[src/rtl/n64_joybus_pkg.sv]
// n64_joybus_pkg: shared state codes, bit timing and command codes
// for the console-side Joybus master.
package n64_joybus_pkg;

  typedef logic [3:0] state_t;

  localparam state_t ST_IDLE      = 4'd0;
  localparam state_t ST_TX_LOAD   = 4'd1;
  localparam state_t ST_TX_LOW    = 4'd2;
  localparam state_t ST_TX_HIGH   = 4'd3;
  localparam state_t ST_STOP_LOW  = 4'd4;
  localparam state_t ST_STOP_HIGH = 4'd5;
  localparam state_t ST_RX_WAIT   = 4'd6;
  localparam state_t ST_RX_SAMPLE = 4'd7;
  localparam state_t ST_RX_RISE   = 4'd8;
  localparam state_t ST_RX_STOP   = 4'd9;
  localparam state_t ST_FIN       = 4'd10;

  localparam int BIT0_LOW  = 3;
  localparam int BIT1_LOW  = 1;
  localparam int BIT_TOTAL = 4;
  localparam int STOP_LOW  = 1;
  localparam int STOP_HIGH = 2;
  localparam int SAMPLE_AT = 2;

  localparam logic [7:0] CMD_INFO  = 8'h00;
  localparam logic [7:0] CMD_STATE = 8'h01;
  localparam logic [7:0] CMD_READ  = 8'h02;
  localparam logic [7:0] CMD_WRITE = 8'h03;
  localparam logic [7:0] CMD_RESET = 8'hFF;

  function automatic int us_to_cyc(input int us, input int per);
    return us * per;
  endfunction

endpackage

[src/rtl/n64_joybus_rx_sync.sv]
// n64_joybus_rx_sync: joy_in synchroniser and edge detectors.
// JOYBUS_GLITCH_FILTER_EN adds a 3-sample majority filter.
module n64_joybus_rx_sync
  import n64_joybus_pkg::*;
(
  input  logic clock,
  input  logic reset_l,
  input  logic joy_in,
  output logic level,
  output logic fall,
  output logic rise
);

  logic s1;
  logic s2;
  logic prev;
  logic lvl;

  always_ff @(posedge clock or negedge reset_l) begin
    if (!reset_l) begin
      s1 <= 1'b1;
      s2 <= 1'b1;
    end else begin
      s1 <= joy_in;
      s2 <= s1;
    end
  end

`ifdef JOYBUS_GLITCH_FILTER_EN
  logic [1:0] hist;
  logic       filt;

  // a lone low (or high) sample never wins the vote
  always_ff @(posedge clock or negedge reset_l) begin
    if (!reset_l) begin
      hist <= 2'b11;
      filt <= 1'b1;
    end else begin
      hist <= {hist[0], s2};
      filt <= (s2 & hist[0]) |
              (s2 & hist[1]) |
              (hist[0] & hist[1]);
    end
  end

  assign lvl = filt;
`else
  assign lvl = s2;
`endif

  always_ff @(posedge clock or negedge reset_l) begin
    if (!reset_l) prev <= 1'b1;
    else          prev <= lvl;
  end

  assign level = lvl;
  assign fall  = prev & ~lvl;
  assign rise  = ~prev & lvl;

endmodule

[src/rtl/n64_joybus_host.sv]
// n64_joybus_host: PIF-side Joybus master, command out / reply in.
// Optional input glitch filter: JOYBUS_GLITCH_FILTER_EN.
module n64_joybus_host
  import n64_joybus_pkg::*;
#(
  parameter int CLK_PER_US = 50,
  parameter int TIMEOUT_US = 100,
  parameter int LEN_W      = 6
) (
  input  logic             clock,
  input  logic             reset_l,
  input  logic             start,
  input  logic [LEN_W-1:0] tx_len,
  input  logic [LEN_W-1:0] rx_len,
  input  logic [7:0]       tx_data,
  output logic             tx_rd,
  output logic [7:0]       rx_data,
  output logic             rx_valid,
  output logic             busy,
  output logic             done,
  output logic             timeout,
  output logic [LEN_W-1:0] rx_count,
  output logic             joy_oe,
  input  logic             joy_in
);

  localparam int TO_CYC = us_to_cyc(TIMEOUT_US, CLK_PER_US);
  localparam int TW     = $clog2(TO_CYC + 1);

  localparam logic [TW-1:0] ONE_T = TW'(1);
  localparam logic [TW-1:0] T_B0L =
    TW'(us_to_cyc(BIT0_LOW, CLK_PER_US) - 1);
  localparam logic [TW-1:0] T_B1L =
    TW'(us_to_cyc(BIT1_LOW, CLK_PER_US) - 1);
  localparam logic [TW-1:0] T_B0H =
    TW'(us_to_cyc(BIT_TOTAL - BIT0_LOW, CLK_PER_US) - 1);
  localparam logic [TW-1:0] T_B1H =
    TW'(us_to_cyc(BIT_TOTAL - BIT1_LOW, CLK_PER_US) - 1);
  localparam logic [TW-1:0] T_SL =
    TW'(us_to_cyc(STOP_LOW, CLK_PER_US) - 1);
  localparam logic [TW-1:0] T_SH =
    TW'(us_to_cyc(STOP_HIGH, CLK_PER_US) - 1);
  localparam logic [TW-1:0] T_SA =
    TW'(us_to_cyc(SAMPLE_AT, CLK_PER_US) - 1);
  localparam logic [TW-1:0] T_TO = TW'(TO_CYC - 1);

  localparam logic [LEN_W-1:0] ONE_L = LEN_W'(1);

  state_t           state;
  logic [TW-1:0]    tick;
  logic [7:0]       tx_sr;
  logic [2:0]       bit_idx;
  logic [LEN_W-1:0] tx_left;
  logic [LEN_W-1:0] rx_len_q;
  logic [7:0]       rx_sr;
  logic [2:0]       rx_bit;
  logic             stop_fell;
  logic [TW-1:0]    low_end;
  logic [TW-1:0]    high_end;
  logic             last_bit;
  logic             more_tx;
  logic [7:0]       rx_nxt;

  logic line_lvl;
  logic line_fall;
  logic line_rise;

  n64_joybus_rx_sync u_sync (
    .clock   (clock),
    .reset_l (reset_l),
    .joy_in  (joy_in),
    .level   (line_lvl),
    .fall    (line_fall),
    .rise    (line_rise)
  );

  assign last_bit = (bit_idx == 3'd0);
  assign more_tx  = (tx_left != '0);
  assign rx_nxt   = {rx_sr[6:0], line_lvl};

  // the TX_LOAD cycle is borrowed from the previous bit's high time
  // so back-to-back bytes keep an exact 4 us bit period
  always_comb begin
    low_end  = tx_sr[7] ? T_B1L : T_B0L;
    high_end = tx_sr[7] ? T_B1H : T_B0H;
    if (last_bit && more_tx) high_end = high_end - ONE_T;
  end

  always_ff @(posedge clock or negedge reset_l) begin
    if (!reset_l) begin
      state     <= ST_IDLE;
      tick      <= '0;
      tx_sr     <= '0;
      bit_idx   <= '0;
      tx_left   <= '0;
      rx_len_q  <= '0;
      rx_sr     <= '0;
      rx_bit    <= '0;
      stop_fell <= 1'b0;
      rx_data   <= '0;
      rx_valid  <= 1'b0;
      timeout   <= 1'b0;
      rx_count  <= '0;
    end else begin
      rx_valid <= 1'b0;
      tick     <= tick + ONE_T;
      unique case (state)
        ST_IDLE: begin
          tick <= '0;
          if (start) begin
            tx_left  <= tx_len;
            rx_len_q <= rx_len;
            rx_count <= '0;
            timeout  <= 1'b0;
            state    <= ST_TX_LOAD;
          end
        end
        ST_TX_LOAD: begin
          tx_sr   <= tx_data;
          bit_idx <= 3'd7;
          tx_left <= tx_left - ONE_L;
          tick    <= '0;
          state   <= ST_TX_LOW;
        end
        ST_TX_LOW: begin
          if (tick == low_end) begin
            tick  <= '0;
            state <= ST_TX_HIGH;
          end
        end
        ST_TX_HIGH: begin
          if (tick == high_end) begin
            tick <= '0;
            if (!last_bit) begin
              tx_sr   <= {tx_sr[6:0], 1'b0};
              bit_idx <= bit_idx - 3'd1;
              state   <= ST_TX_LOW;
            end else if (more_tx) begin
              state <= ST_TX_LOAD;
            end else begin
              state <= ST_STOP_LOW;
            end
          end
        end
        ST_STOP_LOW: begin
          if (tick == T_SL) begin
            tick  <= '0;
            state <= ST_STOP_HIGH;
          end
        end
        ST_STOP_HIGH: begin
          if (tick == T_SH) begin
            tick   <= '0;
            rx_bit <= '0;
            state  <= (rx_len_q == '0) ? ST_FIN
                                       : ST_RX_WAIT;
          end
        end
        ST_RX_WAIT: begin
          if (line_fall) begin
            tick  <= '0;
            state <= ST_RX_SAMPLE;
          end else if (tick == T_TO) begin
            timeout <= 1'b1;
            state   <= ST_FIN;
          end
        end
        ST_RX_SAMPLE: begin
          if (tick == T_SA) begin
            rx_sr  <= rx_nxt;
            rx_bit <= rx_bit + 3'd1;
            if (rx_bit == 3'd7) begin
              rx_data  <= rx_nxt;
              rx_valid <= 1'b1;
              rx_count <= rx_count + ONE_L;
            end
            tick  <= '0;
            state <= ST_RX_RISE;
          end
        end
        ST_RX_RISE: begin
          if (line_lvl) begin
            tick      <= '0;
            stop_fell <= 1'b0;
            state     <= (rx_count == rx_len_q) ? ST_RX_STOP
                                                : ST_RX_WAIT;
          end else if (tick == T_TO) begin
            timeout <= 1'b1;
            state   <= ST_FIN;
          end
        end
        ST_RX_STOP: begin
          if (line_rise && stop_fell) begin
            state <= ST_FIN;
          end else if (line_fall) begin
            stop_fell <= 1'b1;
          end else if (tick == T_TO) begin
            timeout <= 1'b1;
            state   <= ST_FIN;
          end
        end
        ST_FIN: begin
          tick  <= '0;
          state <= ST_IDLE;
        end
        default: begin
          tick  <= '0;
          state <= ST_IDLE;
        end
      endcase
    end
  end

  assign tx_rd  = (state == ST_TX_LOAD);
  assign done   = (state == ST_FIN);
  assign busy   = (state != ST_IDLE) && (state != ST_FIN);
  assign joy_oe = (state == ST_TX_LOW) || (state == ST_STOP_LOW);

endmodule

[config.mk]
export PLATFORM = sky130hd
export DESIGN_NAME = n64_joybus_host
export DESIGN_NICKNAME = d
export VERILOG_FILES = /design/src/rtl/n64_joybus_pkg.sv /design/src/rtl/n64_joybus_rx_sync.sv /design/src/rtl/n64_joybus_host.sv
export SDC_FILE = /design/constraint.sdc
export NUM_CORES = 1
export LEC_CHECK = 0
export BUFFER_PORTS_ARGS = -buffer_cell sky130_fd_sc_hd__buf_2
export CAP_MARGIN = 20
export CORE_ASPECT_RATIO = 1.5
export CORE_MARGIN = 2
export CORE_UTILIZATION = 42
export CTS_CLUSTER_SIZE = 12
export DETAILED_ROUTE_END_ITERATION = 10
export GPL_TIMING_DRIVEN = 0
export PLACE_DENSITY = 0.63
export SLEW_MARGIN = 20
export SYNTH_ARGS = -nofsm -noshare
export SYNTH_HDL_FRONTEND = slang
export SYNTH_SLANG_ARGS = --single-unit
[constraint.sdc]
create_clock -name clock -period 5.7 [get_ports clock]
set_input_delay 0.57 -clock clock [delete_from_list [all_inputs] [get_ports clock]]
set_output_delay 0.57 -clock clock [all_outputs]
set_load 0.005 [all_outputs]
Word level (Yosys, flattened, before mapping)
Index checks and enable logic that the tools add are counted.
- flip-flop bits (word level): 70
- input port bits: 24
- output and inout bits: 20
- logic and storage cells: 137
- add/subtract/negate cells: 6
- equality and inequality tests: 31
- muxes and demuxes: 54
- bitwise gates (word level): 4
- reductions and logical operators: 26
- operators with widths (operator ; count):
    13-bit two-way mux ; 7
    13-bit one-hot mux with 7 select lines ; 1
    4-bit two-way mux ; 13
    4-bit one-hot mux with 10 select lines ; 1
    8-bit two-way mux ; 4
    6-bit two-way mux ; 4
    6-bit one-hot mux with 2 select lines ; 2
    2-bit inequality test (second input constant) ; 11
    3-bit two-way mux ; 6
    4-bit by 3-bit equality test with 1-bit output (second input constant) ; 4
    8-bit one-hot mux with 2 select lines ; 1
    13-bit by 1-bit adder with 13-bit output (second input constant) ; 1
    13-bit equality test ; 1
    13-bit equality test (second input constant) ; 1
    13-bit by 6-bit equality test with 1-bit output (second input constant) ; 1
    13-bit by 7-bit equality test with 1-bit output (second input constant) ; 1
    13-bit by 8-bit equality test with 1-bit output ; 1
    4-bit equality test (second input constant) ; 3
    3-bit one-hot mux with 2 select lines ; 2
    4-bit AND reduction ; 3
    1-bit two-way mux ; 11
    2-bit nonzero test ; 5
    3-bit AND reduction ; 3
    8-bit by 1-bit subtractor with 9-bit output (second input constant) ; 1
    other kinds (25) ; 33

Depth between registers and ports, before layout
- depth after elaboration: 6
- mapped depth: 9
- mapped depth without buffers: 8

Cells and area by module
Synthesis repeated with hierarchy kept, for this count alone.
- cell total of the unflattened synthesis: 382
- area, all modules: 3744.8 µm²
- modules (own cells, without submodules) (module ; instances ; cells an instance ; area an instance (µm²) ; seq. area each (µm²)):
    n64_joybus_host ; 1 ; 377 ; 3651.0 ; 1676.6
    n64_joybus_rx_sync ; 1 ; 5 ; 93.8 ; 78.8

Least setup slack after synthesis
OpenSTA, ideal clock, no wires.
- path type: reg-to-reg
- start: register bit_idx[0]
- end: register state[1]
- library setup time: 0.128 ns
- data arrival time: 1.882 ns
- required time: 5.572 ns
- slack: 3.691 ns
- cell stages (with the launch flop): 9
- buffers on the path: 0
- period minus slack after synthesis: 2.009 ns
- cell sequence: dfrtp_1 -> inv_1 -> ha_1 -> nor2b_1 -> and2_1 -> a2111oi_4 -> nor2_2 -> nor2_2 -> mux2_1
- cells in the longest elaborated chain, start to end: 6
- elaborated cells between the ends (all ways): 9
- classes of those cells: eq/ne (2); mux (4); reduce/logical (3)
- RTL lines (item ; line ; source):
    start, declared ; n64_joybus_host.sv:52 ; logic [2:0] bit_idx;
    start signal, assigned ; n64_joybus_host.sv:136 ; bit_idx <= bit_idx - 3'd1;
    3-bit logical NOT * ; n64_joybus_host.sv:77 ; assign last_bit = (bit_idx == 3'd0);
    1-bit logical AND ; n64_joybus_host.sv:86 ; if (last_bit && more_tx) high_end = high_end - ONE_T;
    13-bit two-way mux ; n64_joybus_host.sv:86 ;
    13-bit equality test ; n64_joybus_host.sv:132 ; if (tick == high_end) begin
    2-bit inequality test (no line) ; n/a ;
    7-bit AND reduction (no line) ; n/a ;
    end signal, assigned ; n64_joybus_host.sv:155 ; state <= (rx_len_q == '0) ? ST_FIN
    end signal, assigned ; n64_joybus_host.sv:185 ; state <= (rx_count == rx_len_q) ? ST_RX_STOP
    end, declared ; n64_joybus_host.sv:49 ; state_t state;
Every way passes the cells marked *; elsewhere a longest branch is shown, timed or not. The select of a mux whose other input is x is not followed.
A chain may end at the register's enable or synchronous reset.

Worst setup path after layout
- start: register state[1]
- end: output busy
- cells in the longest elaborated chain, start to end: 2
- elaborated cells between the ends (all ways): 3
- classes of those cells: eq/ne (1); reduce/logical (2)
- RTL lines (item ; line ; source):
    4-bit inequality test / 4-bit nonzero test (equally long branches) ; n64_joybus_host.sv:216 ; assign busy = (state != ST_IDLE) && (state != ST_FIN);
    1-bit logical AND * ; n64_joybus_host.sv:216 ;
    end, declared ; n64_joybus_host.sv:19 ; output logic busy,
Every way passes the cells marked *; elsewhere a longest branch is shown, timed or not.

==> results.json <==
{
  "outcome": "finished clean",
  "synth_cell_type_count": 67,
  "hold_buffers": 0,
  "die_area_sq_um": 9980,
  "grt_setup_unrepaired": "false",
  "fin_crit_sh": 0.490,
  "cts.path.max_buffers": 2,
  "wl_um": 9080,
  "path_class": "reg2out",
  "die_w_um": 82.2,
  "rows": 42,
  "syn-cell-area_sq_um": 3860,
  "routed-wl-met2_um": 5050,
  "cts_buffers": 9,
  "start_kind": "register",
  "initial_core_util": 0.434,
  "drt-initial-drc-count": 149,
  "cp-end-kind": "output port",
  "antenna_found_initial": 0,
  "critPathRequiredTime_ns": 5.13,
  "max_freq_ghz": 0.358,
  "ir_worst_vdd_mv": 0.230,
  "setup_viol": 0,
  "rr_worst_depth": 8,
  "path_clk_slew_ns": 0.06,
  "cts_setup_buffers": 0,
  "fillers": 837,
  "timing.rr.end": "state[1]$_DFFE_PN0P_",
  "layout.nets": 492,
  "drc_errors": 0,
  "synth.avg_cell_area_sq_um": 9.52,
  "core_sq_um": 8880,
  "r2r-start": "bit_idx[0]$_DFFE_PN0P_",
  "multi_input_area_sq_um": 1940,
  "routed-wl-met3_um": 251,
  "root_buffer": "clkbuf_16",
  "drt-met1-wl_um": 3700,
  "slew_violations": 0,
  "ant_nets": 0,
  "overflow": 0,
  "grt_pass1_wl_um": 14900,
  "syn_nets": 437,
  "seq_area_frac_synth": 0.455,
  "yosys_most_used_dff": "dfrtp_1",
  "maxCapViolCount": 0,
  "dpl_worst_slack_ns": 3.24,
  "ff2ff_setup_slack_ns": 3.33,
  "track_usage": 0.196,
  "finClkSkew_ns": 0.00876,
  "yosysWarnings": 0,
  "area_delta_synth_final_pct": 18.7,
  "grt_pass1_vias": 3095,
  "seq_area_sq_um": 1760,
  "placed_cells": 559,
  "die-height_um": 121,
  "gp_congestion": 0.929,
  "worst_slew_pin_slew_ns": 0.585,
  "setup_tns_ns": 0,
  "vias": 3109,
  "cts_tree": "done",
  "p_per_area_nw_per_um2": 256,
  "power_mw": 1.17,
  "hold_path.class": "in2async",
  "crit_end": "busy",
  "route.top_layer_used": "met4",
  "arrival_ns": 2.22,
  "relSlewSlack": 0.607,
  "drt_pre_antenna_iters": 4,
  "io_buffers": 43,
  "cts_resized": 0,
  "fin_area_sq_um": 4580,
  "dpl.hpwl_um": 6710,
  "synthArstFlopShare": 1.00,
  "p_leak_nw": 2.17,
  "synth-edff-count": 0,
  "grt_max_degree": 54,
  "insertion_delay_ns": 0.33,
  "crit_fanout": 10,
  "syn_inst": 405,
  "drive_above_1_share": 0.230,
  "ys_ff_latch": 70,
  "place_area_sq_um": 4240,
  "clock-sinks": 70,
  "hold_viol": 0,
  "crit_path_start": "state[1]$_DFFE_PN0P_",
  "fin_ws_ns": 2.91,
  "io_pins": 44,
  "final_cells": 575,
  "htree_levels": 3,
  "via_per_inst": 5.41,
  "n_antenna_cell": 0,
  "min_period_ns": 2.79,
  "routedWlPerCell_um": 15.8
}
[cell usage in the layout, fill, tap and decap left out, types with 3 or more instances in the layout]
cell       instances
nand2b_1           8
o211ai_1           4
dfstp_2            3
nor3_1             9
nand2_1           54
nor2_1            38
a21oi_1           17
nor3b_1            4
o21ai_0           18
buf_2             50
buf_6              3
clkbuf_16          9
and3_1             3
nor2b_1            5
clkbuf_1          10
o21bai_1           8
nand3_1           22
nand3b_1           4
or3_1              4
nand4_1            6
dfrtp_1           67
inv_1             10
bufinv_16          3
xor2_1            12
ha_1               8
mux2_2            14
nor4_1             3
a22o_1             3
buf_4              3
xnor2_1            7
[cells by family after synthesis]
group,synth area share
compound gates,0.138
xor+xnor,0.0432
fa+ha+maj,0.0260
buf+inv,0.0406
flops,0.455
mux,0.0438
simple gates,0.254
[synthesized netlist by cell type (3+ instances only)]
| cell type | number | area (sq um) |
|---|---|---|
| xnor2_1 | 7 | 61.3 |
| nor3b_1 | 4 | 30.0 |
| o21ai_0 | 18 | 90.1 |
| nand2_1 | 54 | 203 |
| clkbuf_1 | 8 | 30.0 |
| a21oi_1 | 17 | 85.1 |
| o21bai_1 | 8 | 60.1 |
| buf_2 | 8 | 40.0 |
| or3_1 | 4 | 25.0 |
| and3_1 | 3 | 18.8 |
| mux2_2 | 14 | 158 |
| nor2b_1 | 5 | 31.3 |
| nand3b_1 | 4 | 30.0 |
| inv_1 | 10 | 37.5 |
| nor3_1 | 9 | 45.0 |
| dfstp_2 | 3 | 78.8 |
| dfrtp_1 | 67 | 1680 |
| nand2b_1 | 8 | 50.1 |
| nand4_1 | 6 | 37.5 |
| xor2_1 | 12 | 105 |
| ha_1 | 8 | 100 |
| a22o_1 | 3 | 26.3 |
| buf_6 | 3 | 33.8 |
| nor4_1 | 3 | 18.8 |
| nand3_1 | 22 | 110 |
| o211ai_1 | 4 | 30.0 |
| nor2_1 | 38 | 143 |
[flip-flops by register name, summed over array words and instances (netlist names)]
register	flops
bit_idx	3
rx_bit	3
rx_count	6
rx_data	8
rx_len_q	6
rx_sr	7
rx_valid	1
state	4
stop_fell	1
tick	13
timeout	1
tx_left	6
tx_sr	8
u_sync.level	1
u_sync.prev	1
u_sync.s1	1
[routing by layer]
layer  vias up  global-route usage
met5         -                   0
met4         0              0.0740
met3         4              0.0357
met2        52               0.360
met1      1509               0.214
li1       1544                   -
[stage by stage]
| step | hold WS (ns) | utilization |
|---|---|---|
| floorplan | 0.274 | - |
| finish | 0.115 | 0.515 |
| detailed placement | 0.348 | 0.477 |
| global placement | 0.346 | 0.474 |
| global route | 0.134 | 0.515 |
| CTS | 0.119 | 0.515 |
[report_power, final]
part / leakage (nW) / switching, mW / internal [mW] / total, mW
registers: 0.917 / 0.00251 / 0.502 / 0.504
logic: 1.09 / 0.0164 / 0.0106 / 0.0271
clock network: 0.160 / 0.212 / 0.429 / 0.641
total: 2.17 / 0.230 / 0.941 / 1.17
[area by class of cell]
cell class                 count  area share
buffer                        21      0.0260
clock buffer                  11      0.0508
clock inverter                 5      0.0232
inverter                      10     0.00820
multi-input combinational    304       0.425
sequential                    70       0.383
tap                          110      0.0301
timing repair buffer          44      0.0536
[worst max-delay path, stage by stage (launching register included)]
cell,delay [ns]
dfrtp_1,0.32
buf_2,0.21
clkbuf_1,0.38
clkbuf_1,0.44
xor2_1,0.11
or3_1,0.31
buf_2,0.13
[worst min-delay path by stage]
stage	start	to	cells after the start
finish	reset_l	rx_count[3]$_DFFE_PN0P_	1
floorplan	reset_l	bit_idx[0]$_DFFE_PN0P_	0
global route	reset_l	rx_count[3]$_DFFE_PN0P_	1
global placement	u_sync.s1$_DFF_PN1_	u_sync.level$_DFF_PN1_	0
CTS	reset_l	rx_count[0]$_DFFE_PN0P_	1
detailed placement	u_sync.s1$_DFF_PN1_	u_sync.level$_DFF_PN1_	0
No activity file was read; power rests on OpenSTA's default activity.
